<file path="config.mk">
export PLATFORM = sky130hd
export DESIGN_NAME = vec_sequencer
export DESIGN_NICKNAME = d
export VERILOG_FILES = /design/src/rtl/vec_sequencer.sv
export SDC_FILE = /design/constraint.sdc
export NUM_CORES = 1
export LEC_CHECK = 0
export ABC_AREA = 0
export CORE_MARGIN = 2
export CORE_UTILIZATION = 40
export CTS_CLUSTER_SIZE = 16
export DETAILED_ROUTE_END_ITERATION = 8
export GPL_TIMING_DRIVEN = 0
export PLACE_DENSITY_LB_ADDON = 0.05
export SLEW_MARGIN = 5
export SYNTH_ARGS = -nofsm -noshare
export SYNTH_HDL_FRONTEND = slang
export SYNTH_SLANG_ARGS = --single-unit
</file>
<file path="constraint.sdc">
create_clock -name clk -period 5.2 [get_ports clk]
set_input_delay 1.04 -clock clk [delete_from_list [all_inputs] [get_ports clk]]
set_output_delay 1.04 -clock clk [all_outputs]
set_load 0.01 [all_outputs]
</file>
<file path="src/rtl/vec_sequencer.sv">
// rtl/vec_sequencer.sv - steps a programmable table of {i1,i2} vectors into circuit3 and captures {cout,sum}
module vec_sequencer #(
  parameter int NVEC = 6,
  parameter int HOLD = 10
) (
  input  logic       clk,
  input  logic       rst_n,
  input  logic       start,
  input  logic       load_en,
  input  logic [2:0] load_addr,
  input  logic [3:0] load_data,
  input  logic       sum_in,
  input  logic       cout_in,
  output logic [2:0] i1,
  output logic       i2,
  output logic       busy,
  output logic [2:0] vec_idx,
  output logic       result_valid,
  output logic [1:0] result,
  output logic [2:0] result_idx,
  output logic       done
);

  localparam int            HW       = (HOLD > 1) ? $clog2(HOLD + 1) : 1;
  localparam logic [HW-1:0] HOLD_LD  = HW'(HOLD - 1);
  localparam logic [2:0]    LAST_IDX = 3'(NVEC - 1);
  localparam logic [3:0]    NVEC_W   = 4'(NVEC);

  typedef enum logic [1:0] {
    S_IDLE    = 2'd0,
    S_HOLD    = 2'd1,
    S_CAPTURE = 2'd2,
    S_DONE    = 2'd3
  } state_t;

  state_t        state;
  state_t        state_nx;
  logic [HW-1:0] hold_cnt;
  logic [3:0]    tbl [8];
  logic          last_vec;
  logic          wr_ok;
  logic [2:0]    vec_nx;

  assign last_vec = (vec_idx == LAST_IDX);
  assign vec_nx   = vec_idx + 3'd1;
  assign wr_ok    = load_en && !busy && ({1'b0, load_addr} < NVEC_W);

  always_ff @(posedge clk or negedge rst_n) begin
    if (!rst_n) begin
      state <= S_IDLE;
    end else begin
      state <= state_nx;
    end
  end

  always_comb begin
    state_nx = state;
    case (state)
      S_IDLE:    if (start) state_nx = S_HOLD;
      S_HOLD:    if (hold_cnt == '0) state_nx = S_CAPTURE;
      S_CAPTURE: state_nx = last_vec ? S_DONE : S_HOLD;
      S_DONE:    state_nx = S_IDLE;
      default:   state_nx = S_IDLE;
    endcase
  end

  always_comb begin
    busy = 1'b0;
    done = 1'b0;
    case (state)
      S_HOLD, S_CAPTURE: busy = 1'b1;
      S_DONE:            done = 1'b1;
      default: ;
    endcase
  end

  // Reset restores the default pattern table[k] = {k, k[0]}
  always_ff @(posedge clk or negedge rst_n) begin
    if (!rst_n) begin
      for (int k = 0; k < 8; k++) begin
        tbl[k] <= {3'(k), k[0]};
      end
    end else if (wr_ok) begin
      tbl[load_addr] <= load_data;
    end
  end

  // Table reads here see the pre-write value, so a start edge that also
  // writes entry 0 still launches the old entry 0.
  always_ff @(posedge clk or negedge rst_n) begin
    if (!rst_n) begin
      i1           <= '0;
      i2           <= 1'b0;
      vec_idx      <= '0;
      hold_cnt     <= '0;
      result       <= '0;
      result_idx   <= '0;
      result_valid <= 1'b0;
    end else begin
      result_valid <= 1'b0;
      case (state)
        S_IDLE: begin
          if (start) begin
            {i1, i2} <= tbl[0];
            vec_idx  <= '0;
            hold_cnt <= HOLD_LD;
          end
        end
        S_HOLD: begin
          if (hold_cnt != '0) hold_cnt <= hold_cnt - 1'b1;
        end
        S_CAPTURE: begin
          result       <= {cout_in, sum_in};
          result_idx   <= vec_idx;
          result_valid <= 1'b1;
          if (!last_vec) begin
            vec_idx  <= vec_nx;
            {i1, i2} <= tbl[vec_nx];
            hold_cnt <= HOLD_LD;
          end
        end
        S_DONE: begin
          {i1, i2} <= '0;
        end
        default: ;
      endcase
    end
  end

endmodule

</file>
# Yosys cells after proc, flatten, opt, wreduce, memory -nomap -nowiden

Cells that the tools add are included.

Register bits: 51
Output and inout bits: 15
Logic and storage cells: 73

$add $sub $neg: 2
Magnitude comparators: 4
Eq/ne operators: 8
Multiplexer cells: 26
Bitwise logic cells: 2
Reductions and logical operators: 15

Operators with widths:

| operator                                                             | count |
|---|---|
| 32-bit bitwise mux                                                   | 1 |
| 4-bit two-way mux                                                    | 6 |
| 4-bit binary-select mux with 3-bit select                            | 1 |
| 4-bit demux with 3-bit select                                        | 1 |
| 3-bit two-way mux                                                    | 4 |
| 4-bit one-hot mux with 3 select lines                                | 1 |
| 3-bit one-hot mux with 3 select lines                                | 1 |
| 4-bit >= comparator, second input constant                           | 2 |
| 2-bit inequality test, second input constant                         | 4 |
| 3-bit NOT with 4-bit output                                          | 2 |
| 2-bit one-hot mux with 4 select lines                                | 1 |
| 2-bit two-way mux                                                    | 3 |
| 3-bit one-hot mux with 2 select lines                                | 1 |
| 3-bit AND reduction                                                  | 2 |
| 3-bit nonzero test                                                   | 2 |
| 1-bit two-way mux                                                    | 5 |
| 2-bit equality test, second input constant                           | 2 |
| 4-bit zero test                                                      | 1 |
| 4-bit by 1-bit < comparator with 1-bit output, second input constant | 1 |
| 4-bit AND reduction                                                  | 1 |
| 4-bit nonzero test                                                   | 1 |
| 4-bit by 1-bit subtractor with 4-bit output, second input constant   | 1 |
| 3-bit by 1-bit adder with 3-bit output, second input constant        | 1 |
| 3-bit equality test, second input constant                           | 1 |
| 9 further kinds                                                      | 11 |

# Logic depth before layout (Yosys ltp)

Word-level depth: 7
Depth in mapped cells: 7
Gate-level depth less buffers: 6

# Worst setup path after synthesis

Ideal clock, no wire load.

Kind: in2reg
From: in start
To: reg hold_cnt[3]
Library setup time: 0.123 ns
Arrival time: 1.801 ns
Required time: 5.077 ns
Setup slack: 3.276 ns
Stages: 5
Cells stage by stage: nor2b_1 buf_6 or3_4 o21ai_0 a21oi_1

Cells in the longest elaborated chain, start to end: 2

RTL lines:

| element                         | RTL line | source |
|---|---|---|
| start: declaration              | 8        | `input logic start,` |
| 2-bit inequality test (no line) | n/a      |  |
| 4-bit AND reduction (no line)   | n/a      |  |
| end signal: assignment          | 110      | `if (hold_cnt != '0) hold_cnt <= hold_cnt - 1'b1;` |
| end: declaration                | 38       | `logic [HW-1:0] hold_cnt;` |

Every way passes these cells.
A chain may end at the register's enable or synchronous reset.

# Worst setup path after layout

From: reg state[1]
To: out busy

Cells in the longest elaborated chain, start to end: 3
Elaborated cells on any way between the ends: 4

RTL lines:

| element                                                                               | RTL line | source |
|---|---|---|
| start: declaration                                                                    | 36       | `state_t state;` |
| start signal: assignment                                                              | 52       | `state <= state_nx;` |
| 2-bit by 1-bit equality test with 1-bit output or 2-bit equality test (tied branches) | 70       | `case (state)` |
| 2-bit OR reduction (*)                                                                | 70       |  |
| 1-bit two-way mux (*)                                                                 | 70       |  |
| end: declaration                                                                      | 16       | `output logic busy,` |

Mark *: on every way between the ends. The rest lies on a longest branch, timed or not.

==> results <==
- The number of enable flip-flop cells after synthesis is 0.
- Counting distinct cell types in the post-synthesis netlist gives 38.
- Registers take 0.00130 mm2.
- The number of I/O pins is 28.
- The required time reported for the critical path endpoint is 4160 ps.
- The arrival time at the worst endpoint is 1820 ps.
- The post-synthesis sequential element count is 51.
- Counting every sink on the clock net gives 51.
- The final period utilization is 54.9%.
- The tool flagged a number of max-cap violations equal to 0.
- The maximum clock insertion buffer count is 2.
- The horizontal die dimension is 82.8 um.
- The insertion delay of the later-clocked pin in the worst-skew pair is 300 ps.
- In this run, CTS created clock tree buffers numbering 5.
- The synthesized area per cell is 13.3 um2.
- The H-tree was split into 2 levels.
- The synthesized netlist occupies a cell area of 0.00249 mm2.
- The worst clock skew on the final layout is 3.60 ps.
- Summing all non-filler instances in the final layout gives an area of 0.00297 mm2.
- The core region is 0.00596 mm2.
- The setup violation total in the final timing report is 0.
- The shortest period the worst path allows is 2860 ps.
- The number of buffer cells added on primary ports is 27.
- The die covers 0.00686 mm2.
- The height of the die is 82.8 um.
- For this design, the slowest cell found on the critical path is sky130_fd_sc_hd__clkdlybuf4s50_1.
- The tightest min-delay check is of the reg -> reg type.
- The setup slack after placement is 2530 ps.
- In the routed design, unresolved DRC markers number 0.
- For this design the ratio of total power to cell area is 230 mW/mm2.
- The number of antenna violations at the first check in global routing was 0.
- The via count of the first global-routing pass is 1651.
- The share of layout cells above drive strength 1 is 34.1%.
- The total number of nets in the final design is 245.
- The placer's final routability congestion estimate is 0.827.
- The maximum vdd drop is 0.0959 mV.
- The share of synthesized area occupied by flip-flops and latches is 52.1%.
- The synthesis warning total is 0.
- The half-perimeter wire length after placement is 3690 um.
- The filler cells instantiated in the layout total 530.
- After clock tree synthesis, the clock-pin slew on the worst setup and hold paths is 90 ps.
- By startpoint and endpoint, the worst setup path is classified as reg -> out.
- In this run the remaining antenna-violating nets after routing total 0.
- The net count of the mapped netlist is 210.
- The aggregate global routing overflow is 0.
- After technology mapping, the gate count stands at 187.
- After the first detailed-routing iteration, the DRC count stood at 100.
- The effective utilization at floorplan is 41.7%.
- The proportion of synthesized flip-flops having asynchronous set or reset is 100%.
- The most used flip-flop cell after synthesis is sky130_fd_sc_hd__dfrtp_1.
- The kind of capture point of the worst setup path is an output port.
- Global routing consumed, over all layers together, 16.0% of the routing resources.
- The headroom to the max-slew limit is 63.8%.
- The most common cell after layout, fill and taps aside is sky130_fd_sc_hd__dfrtp_1.
- The count of endpoints failing hold in the final timing report is 0.
- The floorplan has 28 rows.
- The post-detailed-route wirelength per cell is 17.2 um.
- The root buffer cell is sky130_fd_sc_hd__clkbuf_8.
- The placed instances occupy a cell area of 0.00287 mm2.
- The number of buffers inserted by post-CTS setup repair is 0.
- The number of antenna diodes is 0.
- Entering global routing, the biggest net connects 30 pins.
- The final routed wirelength across all metal layers is 5120 um.
- The number of pins exceeding their max-slew limit in the final report is 0.
- For the final routed database, the setup TNS stands at 0 ps.
- Relative to the synthesized area, the layout overhead comes to 19.3%.
- Setup repair after global routing left no endpoint under its margin.
- In the routed layout, each cell is associated on average with a via count of 5.17.
- The first-pass GRT wire length is 8630 um.
- The top cell types in the final layout, fill and taps aside, are 35 x sky130_fd_sc_hd__dfrtp_1, 26 x sky130_fd_sc_hd__clkdlybuf4s50_1, 24 x sky130_fd_sc_hd__mux2_2, 16 x sky130_fd_sc_hd__dfstp_2, 11 x sky130_fd_sc_hd__nand2_1.
- The number of detailed-route iterations in the first pass is 4.
- TritonCTS built the clock tree.
- In this run the static leakage power is 1.27 nW.
- For the pin with the worst max-slew slack, the measured transition is 541 ps.
- The run finished with clean final reports.
- After clock tree synthesis, the flow added hold-fix buffers numbering 0.
- Along the worst path, the maximum fanout reaches 6.
- STA classifies the critical path startpoint as a flop.
- The final worst setup slack is 2340 ps.
- The number of gates resized after CTS was 0.
- Walking the worst path, the cells encountered are inv_1 -> ha_1 -> clkdlybuf4s50_1.
- In the final layout, the multi-input gates occupy 0.00109 mm2.
- Timing would allow up to 350 MHz.
- The number of vias in the routed layout is 1541.
- The biggest cell delay along the critical path is 570 ps.
metrics by stage:
step	hold WS, ps	util (%)	instances	power, W
after floorplan	424	-	187	0.000418
after global placement	432	47.9	289	0.000442
after detailed placement	439	48.1	290	0.000445
after CTS	452	49.8	298	0.000695
after global routing	462	49.8	298	0.000715
final	448	49.8	298	0.000683
power by group:
part | switching (W) | internal, W | total [W] | leakage [nW]
clock network | 0.000125 | 0.000122 | 0.000246 | 0.0515
registers | 0.00000239 | 0.000402 | 0.000404 | 0.617
logic | 0.0000158 | 0.0000165 | 0.0000323 | 0.600
total | 0.000143 | 0.000540 | 0.000683 | 1.27
synthesized netlist by cell type (2+ instances only):
master | n | share of area, %
sky130_fd_sc_hd__buf_6 | 2 | 0.91
sky130_fd_sc_hd__or3_4 | 2 | 0.91
sky130_fd_sc_hd__nor2_1 | 10 | 1.5
sky130_fd_sc_hd__clkbuf_1 | 8 | 1.2
sky130_fd_sc_hd__a22oi_1 | 4 | 1.2
sky130_fd_sc_hd__nand2_1 | 11 | 1.7
sky130_fd_sc_hd__a31oi_1 | 5 | 1.3
sky130_fd_sc_hd__ha_1 | 10 | 5.0
sky130_fd_sc_hd__nand3_1 | 2 | 0.40
sky130_fd_sc_hd__inv_1 | 9 | 1.4
sky130_fd_sc_hd__mux2_2 | 24 | 11
sky130_fd_sc_hd__dfrtp_1 | 35 | 35
sky130_fd_sc_hd__nor3_1 | 3 | 0.60
sky130_fd_sc_hd__nor3b_2 | 3 | 1.5
sky130_fd_sc_hd__nand3b_1 | 3 | 0.91
sky130_fd_sc_hd__mux2_4 | 4 | 2.4
sky130_fd_sc_hd__mux4_2 | 8 | 7.2
sky130_fd_sc_hd__o21ai_0 | 4 | 0.81
sky130_fd_sc_hd__dfstp_2 | 16 | 17
sky130_fd_sc_hd__a21oi_1 | 6 | 1.2
registers in the layout, summed over array words and instances (netlist names):
register	cells
tbl	32
hold_cnt	4
i1	3
result_idx	3
vec_idx	3
result	2
state	2
i2	1
result_valid	1
routing by layer:
layer | share of wire [%] | track usage [%] | up-vias | wire [um]
met1 | 49 | 22.7 | 767 | 2500
li1 | - | - | 735 | -
met3 | 4.4 | 4.08 | 2 | 226
met4 | 0.53 | 4.17 | 0 | 27
met2 | 46 | 24.6 | 37 | 2370
met5 | 0 | 0 | - | 0
final cells by class:
cell class	instances	share of cell area, %
multi-input combinational	115	36.9
clock buffer	8	3.38
sequential	51	43.7
timing repair buffer	28	9.62
buffer	12	2.11
tap	75	3.16
inverter	9	1.14
final timing paths:
kind                       cells after the start  slack (ps)  endpoint      from
setup / recovery                               3        2340      busy  state[1]
hold / removal                                 1         450    tbl[6]    tbl[6]
setup reg to reg                               5        3150   tbl[10]  state[1]
hold reg to reg                                1         450    tbl[6]    tbl[6]
max in group asynchronous                      2        3870    tbl[2]     rst_n
min in group asynchronous                      1         710    tbl[5]     rst_n
critical path, delay by kind of cell (launching register included):
family                   cells  cell delay (ps)
adder cells (fa/ha/maj)      1              380
buffers and inverters        2              700
flip-flops                   1              450
kinds of logic after synthesis:
kind of cell | count (synthesis) | share of synthesized area (%)
AO/OA/AOI/OAI | 22 | 5.74
XOR/XNOR | 1 | 0.352
adder cells (fa/ha/maj) | 10 | 5.03
buffers and inverters | 21 | 3.87
flip-flops | 51 | 52.1
multiplexers | 37 | 20.9
AND/OR/NAND/NOR | 45 | 11.9
No activity file was read; power rests on OpenSTA's default activity.
==> RTL change 1 (config.mk and constraints unchanged) <==
Put a register stage on the output `done`, cleared by the reset. The value now appears one clock later. The other outputs are not delayed to match.
--- a/src/rtl/vec_sequencer.sv
+++ b/src/rtl/vec_sequencer.sv
@@ -35,2 +35,4 @@
 
+  logic done_d;
+
   state_t        state;
@@ -68,6 +70,6 @@
     busy = 1'b0;
-    done = 1'b0;
+    done_d = 1'b0;
     case (state)
       S_HOLD, S_CAPTURE: busy = 1'b1;
-      S_DONE:            done = 1'b1;
+      S_DONE:            done_d = 1'b1;
       default: ;
@@ -129,2 +131,10 @@
 
+  always_ff @(posedge clk or negedge rst_n) begin
+    if (!rst_n) begin
+      done <= '0;
+    end else begin
+      done <= done_d;
+    end
+  end
+
 endmodule
Check against the original RTL: no difference found for any inputs over 10 cycles, from zero or initial values and one cycle with rst_n low; that may be too few to reach the edited logic, so the function may still have changed.
==> RTL change 1 against the unedited design <==
Sequential cell count increased by 1; synthesized cell count rose by 0.53%; critical path depth unchanged; power hardly changed; setup slack got worse by 0.0041 ns; cell area increased by 0.17%; sequential share of layout area rose by 0.77 points; area after synthesis rose by 0.45%; wire length is 0.68% lower; non-clock buffer count did not move; count of clock-buffer cells in the layout down 1; register-to-register slack worse by 0.03 ns; highest routed layer unchanged.
==> RTL change 1: results (changes against the unedited design) <==
qor: synthesis.synthDistinctLibCells 36 [was 38]
qor: synthesis.post_synth_main_area_contributors sky130_fd_sc_hd__dfrtp_1 36%, sky130_fd_sc_hd__dfstp_2 17%, sky130_fd_sc_hd__mux2_2 13% [was sky130_fd_sc_hd__dfrtp_1 35%, sky130_fd_sc_hd__dfstp_2 17%, sky130_fd_sc_hd__mux2_2 11%]
qor: global_routing.grt_start_max_net_pins 31 [was 30]
qor: setup_path.crit_fanout 7 [was 6]
qor: place.dp.cells 291 [was 290]
qor: cells_and_area.final-clk-cell-share 3.16% [was 3.38%]
qor: cells_and_area.fin_cells 299 [was 298]
qor: synthesis.synth_seq_area_share 52.9% [was 52.1%]
qor: detailed_routing.wl_met3 137 microns [was 226 microns]
qor: global_routing.use_met2 27.7% [was 24.6%]
qor: cells_and_area.clockBufferCount 7 [was 8]
qor: timing.slew-limit-headroom 64.6% [was 63.8%]
qor: power_and_ir_drop.static-leakage-power 1.26 nW [was 1.27 nW]
qor: cells_and_area.layout.sequential_cells 52 [was 51]
qor: synthesis.synth_nets 211 [was 210]
qor: detailed_routing.first_iter_violations 37 [was 100]
qor: global_routing.grt_util_met3 3.48% [was 4.08%]
qor: detailed_routing.drt-wirelength-per-cell 17.0 microns [was 17.2 microns]
qor: cells_and_area.nFillCells 540 [was 530]
qor: detailed_routing.met1Wirelength 2240 microns [was 2500 microns]
qor: detailed_routing.met2_length 2610 microns [was 2370 microns]
qor: place.replace_congestion 0.793 [was 0.827]
qor: detailed_routing.routed_via_density 5.20 [was 5.17]
qor: global_routing.grt_use_total 16.0% [about the same]
qor: global_routing.global_route.usage.met1 19.9% [was 22.7%]
qor: synthesis.synthesis.area_per_instance 13.3 sq um [about the same]
qor: run_status.outcome finished, final reports clean [unchanged]
qor: cells_and_area.post_route_cells_drive_above_1_share 33.9% [was 34.1%]
[RTL change 1: changes by cell type after synthesis, sizes merged]
cell and change:
dfrtp +1
[RTL change 1: worst max-delay path, delay by kind of cell (launching register included)]
kind,cells,cell delay [ns]
adder cells (fa/ha/maj),1,0.38
buffers and inverters,2,0.65
flip-flops,1,0.48
[RTL change 1: worst paths after layout]
check | depth (start not counted) | slack, ns | from | endpoint
worst max register to register | 5 | 3.12 | state[0] | tbl[10]
worst max-delay path | 3 | 2.34 | state[0] | busy
worst min-delay path | 1 | 0.45 | tbl[3] | tbl[3]
min in group asynchronous | 1 | 0.70 | rst_n | hold_cnt[0]
max in group asynchronous | 2 | 3.88 | rst_n | tbl[3]
worst min register to register | 1 | 0.45 | tbl[3] | tbl[3]
[RTL change 1: cell families after synthesis]
kind of cell             after synthesis
multiplexers                          37
adder cells (fa/ha/maj)               10
AND/OR/NAND/NOR                       45
buffers and inverters                 21
flip-flops                            52
XOR/XNOR                               1
AO/OA/AOI/OAI                         22
[RTL change 1: power by group]
group / total [mW] / internal (mW) / switching (mW) / leakage, nW
Clock: 0.239 / 0.108 / 0.130 / 0.0445
Combinational: 0.0321 / 0.0162 / 0.0159 / 0.584
Sequential: 0.412 / 0.410 / 0.00231 / 0.631
Total: 0.683 / 0.534 / 0.149 / 1.26
[RTL change 1: metrics by stage]
step | power (mW) | setup WS [ns] | instance area (sq um) | hold WS (ns) | util [%]
detailed placement | 0.453 | 2.50 | 2880 | 0.437 | 48.0
CTS | 0.692 | 2.31 | 2970 | 0.451 | 49.6
floorplan | 0.426 | 3.28 | 2500 | 0.424 | -
global placement | 0.449 | 1.63 | 2860 | 0.432 | 47.8
finish | 0.683 | 2.34 | 2970 | 0.447 | 49.6
global route | 0.717 | 2.22 | 2970 | 0.459 | 49.6
==> RTL change 2 (same settings) <==
Without the edit above. Change the parameter `NVEC` from 6 to 4.
--- a/src/rtl/vec_sequencer.sv
+++ b/src/rtl/vec_sequencer.sv
@@ -2,3 +2,3 @@
 module vec_sequencer #(
-  parameter int NVEC = 6,
+  parameter int NVEC = 4,
   parameter int HOLD = 10
Behaviour: no difference found for any inputs over 10 cycles, from zero or initial values and one cycle with rst_n low; that may be too few to reach the edited logic, so the function may still have changed.
==> RTL change 2 against the unedited design <==
Setup slack better by 0.080 ns; register-to-register slack worse by 0.10 ns; cell area is 5.3% lower; critical path depth stayed put; global-route usage is 0.93 points lower; sequential cell count stayed put; non-clock buffer count is 8 higher; die area is 5.7% lower; area after synthesis is 6.0% lower; wire length is 13% lower.
Power is not compared: it rests on default switching activity, and its combinational part moved more than twofold at a synthesized area within 25%.
==> RTL change 2: results (changes against the unedited design) <==
qor: cells_and_area.multiInputCombCellCount 96 [was 115]
qor: synthesis.post_syn_instances 175 [was 187]
qor: setup_path.critPathMaxStageDelay 0.54 ns [was 0.57 ns]
qor: timing.clock_skew 0.0189 ns [was 0.00360 ns]
qor: place.place.detailed.hpwl 3320 microns [was 3690 microns]
qor: cells_and_area.final_cell_area 0.00281 sq mm [was 0.00297 sq mm]
qor: synthesis.post_synth_main_area_contributors sky130_fd_sc_hd__dfrtp_1 37%, sky130_fd_sc_hd__dfstp_2 18%, sky130_fd_sc_hd__mux2_2 10% [was sky130_fd_sc_hd__dfrtp_1 35%, sky130_fd_sc_hd__dfstp_2 17%, sky130_fd_sc_hd__mux2_2 11%]
qor: place.placement.setup.worst_slack 2.45 ns [was 2.53 ns]
qor: detailed_routing.drt-wirelength-per-cell 15.7 microns [was 17.2 microns]
qor: cells_and_area.nonClockInverterCount 8 [was 9]
qor: synthesis.synth.area.mux_share 18.6% [was 20.9%]
qor: cells_and_area.post_route_cells_drive_above_1_share 27.0% [was 34.1%]
qor: cells_and_area.nFillCells 503 [was 530]
qor: setup_path.crit_fanout 7 [was 6]
qor: synthesis.synthDistinctLibCells 33 [was 38]
qor: run_status.outcome finished, final reports clean [unchanged]
qor: timing.slew-limit-headroom 61.3% [was 63.8%]
qor: cells_and_area.n_all_buffers 48 [was 40]
qor: global_routing.grt_use_total 15.1% [was 16.0%]
qor: synthesis.synthXorXnorAreaFrac 0% [was 0.352%]
qor: place.postPlaceCellArea 0.00271 sq mm [was 0.00287 sq mm]
qor: synthesis.synth_compound_area_share 6.48% [was 5.74%]
qor: cells_and_area.multi_input_comb_area 920 sq um [was 0.00109 sq mm]
qor: cells_and_area.layout.nets 233 [was 245]
qor: cells_and_area.non_clock_buffer_area_share 13.4% [was 11.7%]
qor: synthesis.synth_nets 198 [was 210]
## RTL change 2: routing by layer
| metal | vias up | wire length, microns | part of all wire [%] | track usage (%) |
|---|---|---|---|---|
| met5 | - | 0 | 0 | 0 |
| met4 | 0 | 46 | 1.0 | 3.56 |
| met3 | 5 | 150 | 3.4 | 3.60 |
| met2 | 22 | 2270 | 51 | 26.3 |
| met1 | 734 | 1990 | 45 | 18.9 |
| li1 | 694 | - | - | - |
## RTL change 2: final timing paths
kind,start,endpoint,depth (start not counted)
setup / recovery,state[0],busy,3
hold / removal,tbl[8],tbl[8],1
hold reg to reg,tbl[8],tbl[8],1
min in group asynchronous,rst_n,hold_cnt[3],1
setup reg to reg,state[0],tbl[28],5
max in group asynchronous,rst_n,tbl[17],2
## RTL change 2: report_power, final
group	switching [mW]	total, mW	internal (mW)
sequential	0.0867	0.630	0.543
combinational	0.323	0.685	0.362
clock	0.125	0.234	0.109
